### config.mk
export PLATFORM = sky130hd
export DESIGN_NAME = button_debounce
export DESIGN_NICKNAME = d
export VERILOG_FILES = /design/src/rtl/game_pkg.sv /design/src/rtl/debounce_chan.sv /design/src/rtl/button_debounce.sv
export SDC_FILE = /design/constraint.sdc
export NUM_CORES = 1
export LEC_CHECK = 0
export ABC_AREA = 1
export CAP_MARGIN = 30
export CORE_UTILIZATION = 55
export CTS_CLUSTER_DIAMETER = 80
export DETAILED_ROUTE_END_ITERATION = 8
export GPL_TIMING_DRIVEN = 0
export HOLD_SLACK_MARGIN = 0.08
export PLACE_DENSITY_LB_ADDON = 0.1
export SKIP_CTS_REPAIR_TIMING = 1
export SYNTH_ARGS = -nofsm -noshare
export SYNTH_HDL_FRONTEND = slang
export SYNTH_SLANG_ARGS = --single-unit
### constraint.sdc
create_clock -name vgaclk -period 1.7 [get_ports vgaclk]
set_input_delay 0.34 -clock vgaclk [delete_from_list [all_inputs] [get_ports vgaclk]]
set_output_delay 0.34 -clock vgaclk [all_outputs]
set_load 0.01 [all_outputs]
### src/rtl/game_pkg.sv
// game_pkg: shared debounce state encoding, button indices and default timing constants
package game_pkg;

    typedef enum logic [1:0] {IDLE, ARMING, HELD, RELEASING} deb_state_t;

    localparam int BTN_RIGHT = 3;
    localparam int BTN_LEFT  = 2;
    localparam int BTN_UP    = 1;
    localparam int BTN_DOWN  = 0;

    localparam int DEF_STABLE_CYCLES = 250000;
    localparam int DEF_CNT_W         = 18;
    localparam int DEF_REPEAT_DELAY  = 12500000;
    localparam int DEF_REPEAT_PERIOD = 3750000;

endpackage

### src/rtl/debounce_chan.sv
// debounce_chan: 2-flop synchroniser, stability FSM and one-cycle press request (auto-repeat under DEBOUNCE_AUTOREPEAT_EN)
module debounce_chan
    import game_pkg::*;
#(
    parameter int STABLE_CYCLES = DEF_STABLE_CYCLES,
    parameter int CNT_W         = DEF_CNT_W
`ifdef DEBOUNCE_AUTOREPEAT_EN
    ,
    parameter int REPEAT_DELAY  = DEF_REPEAT_DELAY,
    parameter int REPEAT_PERIOD = DEF_REPEAT_PERIOD
`endif
) (
    input  logic vgaclk,
    input  logic reset,
    input  logic btn,
    output logic held,
    output logic req
);

    localparam logic [CNT_W-1:0] CNT_MAX = CNT_W'(STABLE_CYCLES - 1);

    logic [1:0]       sync;
    logic             s;
    logic             done;
    logic             press;
    deb_state_t       state, state_n;
    logic [CNT_W-1:0] cnt, cnt_n;

    assign s    = sync[1];
    assign done = cnt == CNT_MAX;
    assign held = state == HELD || state == RELEASING;

    always_ff @(posedge vgaclk) begin
        if (reset) begin
            sync  <= '0;
            state <= IDLE;
            cnt   <= '0;
        end else begin
            sync  <= {sync[0], btn};
            state <= state_n;
            cnt   <= cnt_n;
        end
    end

    // cnt_n defaults to zero so every state entry starts a fresh count; it stops at CNT_MAX because done forces a transition
    always_comb begin
        state_n = state;
        cnt_n   = '0;
        press   = 1'b0;
        case (state)
            IDLE:      state_n = s ? ARMING : IDLE;
            ARMING: begin
                if (!s) state_n = IDLE;
                else if (done) begin
                    state_n = HELD;
                    press   = 1'b1;
                end else cnt_n = cnt + 1'b1;
            end
            HELD:      state_n = s ? HELD : RELEASING;
            RELEASING: begin
                if (s) state_n = HELD;
                else if (done) state_n = IDLE;
                else cnt_n = cnt + 1'b1;
            end
        endcase
    end

`ifdef DEBOUNCE_AUTOREPEAT_EN
    localparam int RPT_W = $clog2(REPEAT_DELAY + 1);

    logic [RPT_W-1:0] rcnt;
    logic             rpt;

    assign rpt = held && rcnt == RPT_W'(REPEAT_DELAY - 1);

    // after each repeat, reload so the next one lands REPEAT_PERIOD cycles later
    always_ff @(posedge vgaclk) begin
        if (reset || !held) rcnt <= '0;
        else rcnt <= rpt ? RPT_W'(REPEAT_DELAY - REPEAT_PERIOD) : rcnt + 1'b1;
    end

    assign req = press | rpt;
`else
    assign req = press;
`endif

endmodule

### src/rtl/button_debounce.sv
// button_debounce: four debounced direction buttons with a fixed-priority one-hot move pulse arbiter (auto-repeat under DEBOUNCE_AUTOREPEAT_EN)
module button_debounce
    import game_pkg::*;
#(
    parameter int STABLE_CYCLES = DEF_STABLE_CYCLES,
    parameter int CNT_W         = DEF_CNT_W,
    parameter int REPEAT_DELAY  = DEF_REPEAT_DELAY,
    parameter int REPEAT_PERIOD = DEF_REPEAT_PERIOD
) (
    input  logic       vgaclk,
    input  logic       reset,
    input  logic       right_btn,
    input  logic       left_btn,
    input  logic       up_btn,
    input  logic       down_btn,
    output logic       right_deb,
    output logic       left_deb,
    output logic       up_deb,
    output logic       down_deb,
    output logic [3:0] btn_held
);

    if (STABLE_CYCLES < 1 || 2 ** CNT_W <= STABLE_CYCLES || REPEAT_PERIOD < 1 || REPEAT_PERIOD > REPEAT_DELAY) begin : g_bad_cfg
        $error("button_debounce: invalid timing parameters");
    end

    logic [3:0] raw, req, pend, eff, grant, deb;

    assign raw = {right_btn, left_btn, up_btn, down_btn};

    for (genvar i = 0; i < 4; i++) begin : g_chan
        debounce_chan #(
            .STABLE_CYCLES(STABLE_CYCLES),
            .CNT_W        (CNT_W)
`ifdef DEBOUNCE_AUTOREPEAT_EN
            ,
            .REPEAT_DELAY (REPEAT_DELAY),
            .REPEAT_PERIOD(REPEAT_PERIOD)
`endif
        ) u_chan (
            .vgaclk(vgaclk),
            .reset (reset),
            .btn   (raw[i]),
            .held  (btn_held[i]),
            .req   (req[i])
        );
    end

    // fresh requests join the pending set so a same-cycle request is served without a wait cycle
    assign eff = pend | req;

    always_comb begin
        grant = eff[BTN_RIGHT] ? 4'b1000 :
                eff[BTN_LEFT]  ? 4'b0100 :
                eff[BTN_UP]    ? 4'b0010 :
                eff[BTN_DOWN]  ? 4'b0001 : 4'b0000;
    end

    always_ff @(posedge vgaclk) begin
        if (reset) begin
            pend <= '0;
            deb  <= '0;
        end else begin
            pend <= eff & ~grant;
            deb  <= grant;
        end
    end

    assign {right_deb, left_deb, up_deb, down_deb} = deb;

endmodule

### After elaboration in Yosys (flattened, before gate mapping)

Index checks and enable logic that the tools add are counted.
W data, S select, Z words.

* add/sub/neg operators: 4
* eq/ne operators: 24
* multiplexer cells: 60
* bitwise operators: 3
* reductions and logical operators: 12

Operators with widths (number)
* $mux W18: 12
* $pmux W18 S2: 4
* $add A18 B1 Y18 const B: 4
* $eq A18 B18 Y1 const B: 4
* $mux W2: 17
* $pmux W2 S4: 4
* $mux W1: 21
* $eq A2 B2 Y1 const B: 8
* $ne A3 B1 Y1 const B: 4
* $ne A3 B3 Y1 const B: 4
* $eq A2 B1 Y1 const B: 4
* $logic_not A2 Y1: 4
* $reduce_and A2 Y1: 4
* $and A4 B4 Y4: 1
* $logic_or A1 B1 Y1: 4
* $mux W4: 1
* $not A4 Y4: 1
* $or A4 B4 Y4: 1
* $mux W3: 1

* register bits after elaboration: 96
* bits of input ports: 6
* logic and storage cells: 117

### Logic depth before layout (Yosys ltp)

* word-level depth: 11
* mapped depth: 10
* mapped depth without buffers: 10

### Cells and area by module

A second synthesis with hierarchy kept.

* cell total of the unflattened synthesis: 693
* area total of the unflattened synthesis: 4942.2 um^2

By module, submodules not included
* debounce_chan (g_chan[0].u_chan ...): times used 3, cells an instance 160, area an instance 1167.4 um^2, seq. area each 440.4 um^2
* debounce_chan (g_chan[3].u_chan): times used 1, cells an instance 176, area an instance 1178.6 um^2, seq. area each 440.4 um^2
* button_debounce: times used 1, cells an instance 37, area an instance 261.5 um^2, seq. area each 140.1 um^2

### Worst setup path after synthesis

OpenSTA, ideal clock, no wires.

* path kind: register to register
* start: register g_chan[2].u_chan.cnt[0]
* end: register g_chan[2].u_chan.cnt[16]
* setup time: 115 ps
* arrival: 1277 ps
* data required time: 1585 ps
* path slack: 308 ps
* stages on the path, launching flop included: 9
* period minus slack after synthesis: 1392 ps
* cell sequence: dfxtp_1 > ha_1 > nand2_2 > nor3_4 > inv_2 > nor2_4 > nand3_1 > o21ai_1 > nor2_1

* cells in the longest elaborated chain, start to end: 4

Ends and longest elaborated chain
* start: declaration: RTL line debounce_chan.sv:27 `logic [CNT_W-1:0] cnt, cnt_n;`
* start signal: assignment: RTL line debounce_chan.sv:41 `cnt <= cnt_n;`
* $add A18 B1 Y18 / $eq A18 B18 Y1 (equally long branches): RTL line debounce_chan.sv:57, debounce_chan.sv:63, debounce_chan.sv:30
* $mux W18 *: RTL line debounce_chan.sv:54, debounce_chan.sv:62
* $mux W18 (on tied branches): RTL line debounce_chan.sv:61, debounce_chan.sv:53
* $pmux W18 S2 *: RTL line debounce_chan.sv:50 `case (state)`

Mark *: on every way between the ends. The rest lies on a longest branch, timed or not.
A chain may end at the register's enable or synchronous reset.

### Final worst setup path

* start: register deb[2]
* end: output port left_deb

RTL lines
* start: declaration: RTL line button_debounce.sv:27 `logic [3:0] raw, req, pend, eff, grant, deb;`
* start signal: assignment: RTL line button_debounce.sv:65 `deb <= grant;`
* end: declaration: RTL line button_debounce.sv:17 `output logic left_deb,`

No word-level cell between the ends.

==> results.txt <==
status: completed
post-synthesis simple-gate area fraction: 0.372
Int Pwr: 2950 µW
fin. max-slew vios: 0
sw power: 818 µW
hold endpoint: g_chan[2].u_chan.sync[1]
die width: 92.2 µm
GR Util All Layers: 0.194
Synth Area in Compound Gates: 0.0352
core area: 7810 µm²
Worst slew margin: 0.723
register area: 1910 µm²
area of the multi-input gates: 2160 µm²
switch share: 0.217
# IOs: 14
RSZ-0062 raised after global routing: no
Hold Path Cell Cnt: 2
syn nets: 615
I/O Buffers: 13
Sequential Power Share: 0.595
flop-to-flop setup slack: 140 ps
largest net degree at the start of global routing: 17
Row Count: 32
synthesized area: 4470 µm²
Inst Count DP: 720
Pwr Density: 758 nW/µm²
final WL: 7.65 mm
drt first pass iters: 4
Finished Cell Area: 4970 µm²
Tmin final: 1560 ps
Slew @ Worst Pin: 416 ps
setup violators final: 0
Layout area overhead: 11.1%
Synth Area per Inst: 7.39 µm²
initial core utilization: 0.573
die area: 8500 µm²
vias per inst: 4.75
mux share of post-synthesis cell area: 0
crit path kind: reg -> out
Worst Setup End Kind: primary output
crit path DAT: 1220 ps
Antenna Cells: 0
fin crit share: 0.920
WP buf/inv: 1
post-route ant nets: 0
Worst Hold Launch: g_chan[2].u_chan.sync[0]
RR Endpoint: g_chan[1].u_chan.cnt[2]
CTS H-tree depth: 3
CTS clk-pin slew, worst paths: 90 ps
Worst setup SP type: flip-flop
CP cell instances: clkdlybuf4s50_1
Post-Synth XOR/XNOR Area: 0.0607
Detail Placement HPWL: 5.86 mm
CTS Sinks: 95
vias in the first global route: 3205
largest family of logic cells by synthesized area: simple AND/OR/NAND/NOR gates
share of cells above drive strength 1: 0.134
Worst Path Required: 1360 ps
Worst IR Drop VDD: 0.000554 V
DR DRC count: 0
flop and latch count out of synthesis: 95
Reg2Reg Depth: 7
Distinct cells, synth: 34
post-route insts no fill: 737
CTS root buf: clkbuf_8
initial antenna violation count: 0
Logic pwr share: 0.013
fmax: 0.639 GHz
Max stage delay cell, worst path: clkdlybuf4s50_1
Placer Congestion: 0.820
Die Span Y: 92.2 µm
Hold Vio Cnt, Final: 0
synth warn: 0
Avg WL per Cell: 10.4 µm
Clock Latency Late Sink: 360 ps
CP delay by family, top: buffers and inverters
nets: 640
Clock Power Share: 0.392
First DRT Iteration DRCs: 98
register area share after synthesis: 0.425
global-route wire length before repair: 13.2 mm
clock buffer count from CTS: 9
Fillers: 740
Min-Delay Path Class: reg -> reg
Crit Path Max Fanout: 1
CP peak stage delay: 530 ps
RR Startpoint: g_chan[1].u_chan.cnt[0]
Synth Area in Adders: 0.0112
Setup Skew: 9.20 ps
CTS tree: yes
leak pwr: 0.00189 µW
GRT overflow: 0
max cap viols: 0
most frequent cells in the layout: nor2_1 (135), nand2_1 (90), dfxtp_1 (90), inv_1 (86), nand3_1 (34)
via count: 3501
Placement Cell Area: 4730 µm²
Syn Inst Count: 605
CTS Buffer Depth: 2
commonest non-fill, non-tap cell in the layout: nor2_1
final cells by class:
class                      count  area share
multi-input combinational    406       0.436
sequential                    95       0.384
inverter                      90      0.0680
timing repair buffer          14      0.0287
clock buffer                  10      0.0257
tap                          102      0.0257
buffer                        14      0.0189
clock inverter                 6      0.0133
logic make-up after synthesis:
logic type	after synthesis
simple gates	343
flops	95
xor+xnor	31
compound gates	28
fa+ha+maj	4
buf+inv	104
metrics by stage:
| stage | total power (µW) | TNS (ps) | util | worst slack [ps] | hold WS, ps |
|---|---|---|---|---|---|
| global placement | 2340 | -6760 | 0.606 | -214 | 389 |
| CTS | 3820 | -609 | 0.631 | -171 | 409 |
| global route | 3930 | 0 | 0.636 | 3.54 | 435 |
| finish | 3770 | 0 | 0.636 | 136 | 408 |
| detailed placement | 2340 | -9110 | 0.606 | -291 | 396 |
| floorplan | 2320 | 0 | - | 308 | 388 |
Yosys cell counts (all sizes together):
cell type	instances	share of area
a211oi	2	0.0034
a21oi	14	0.016
and3b	1	0.0020
buf	9	0.016
clkbuf	5	0.0042
dfxtp	95	0.43
ha	4	0.011
inv	90	0.076
nand2	103	0.094
nand3	40	0.051
nand4	13	0.023
nor2	150	0.14
nor3	20	0.034
nor3b	15	0.026
o21ai	10	0.012
o21bai	2	0.0042
or2	1	0.0014
xnor2	9	0.018
xor2	22	0.043
worst max-delay path by stage:
stage	startpoint	endpoint	cells after the start
floorplan	g_chan[2].u_chan.cnt[0]	g_chan[2].u_chan.cnt[16]	8
global placement	reset	g_chan[2].u_chan.cnt[10]	6
detailed placement	reset	g_chan[2].u_chan.cnt[16]	7
CTS	flip-flop	btn_held[2]	3
global route	g_chan[3].u_chan.cnt[0]	g_chan[3].u_chan.cnt[16]	8
finish	deb[2]	left_deb	1
sequential cells by signal, summed over array words and instances (netlist names), named ones only:
name and cells:
deb 4, g_chan.u_chan.cnt 72, g_chan.u_chan.state 4, g_chan.u_chan.sync 8
pend 3
metal layers:
layer,global-route usage,routed length (µm),share of wire
met5,0,0,0
met4,0.0729,74,0.0097
met3,0.0481,196,0.026
met2,0.331,3570,0.47
met1,0.235,3820,0.50
power groups by stage:
stage	clock [µW]	combinational, µW	sequential (µW)
3_3_place_gp	0	46.7	2290
6_report	1480	48.7	2240
5_1_grt	1630	56.6	2240
4_1_cts	1530	48.7	2240
3_5_place_dp	0	48.7	2290
2_1_floorplan	0	27.9	2290
(Power assumes the default switching activity.)
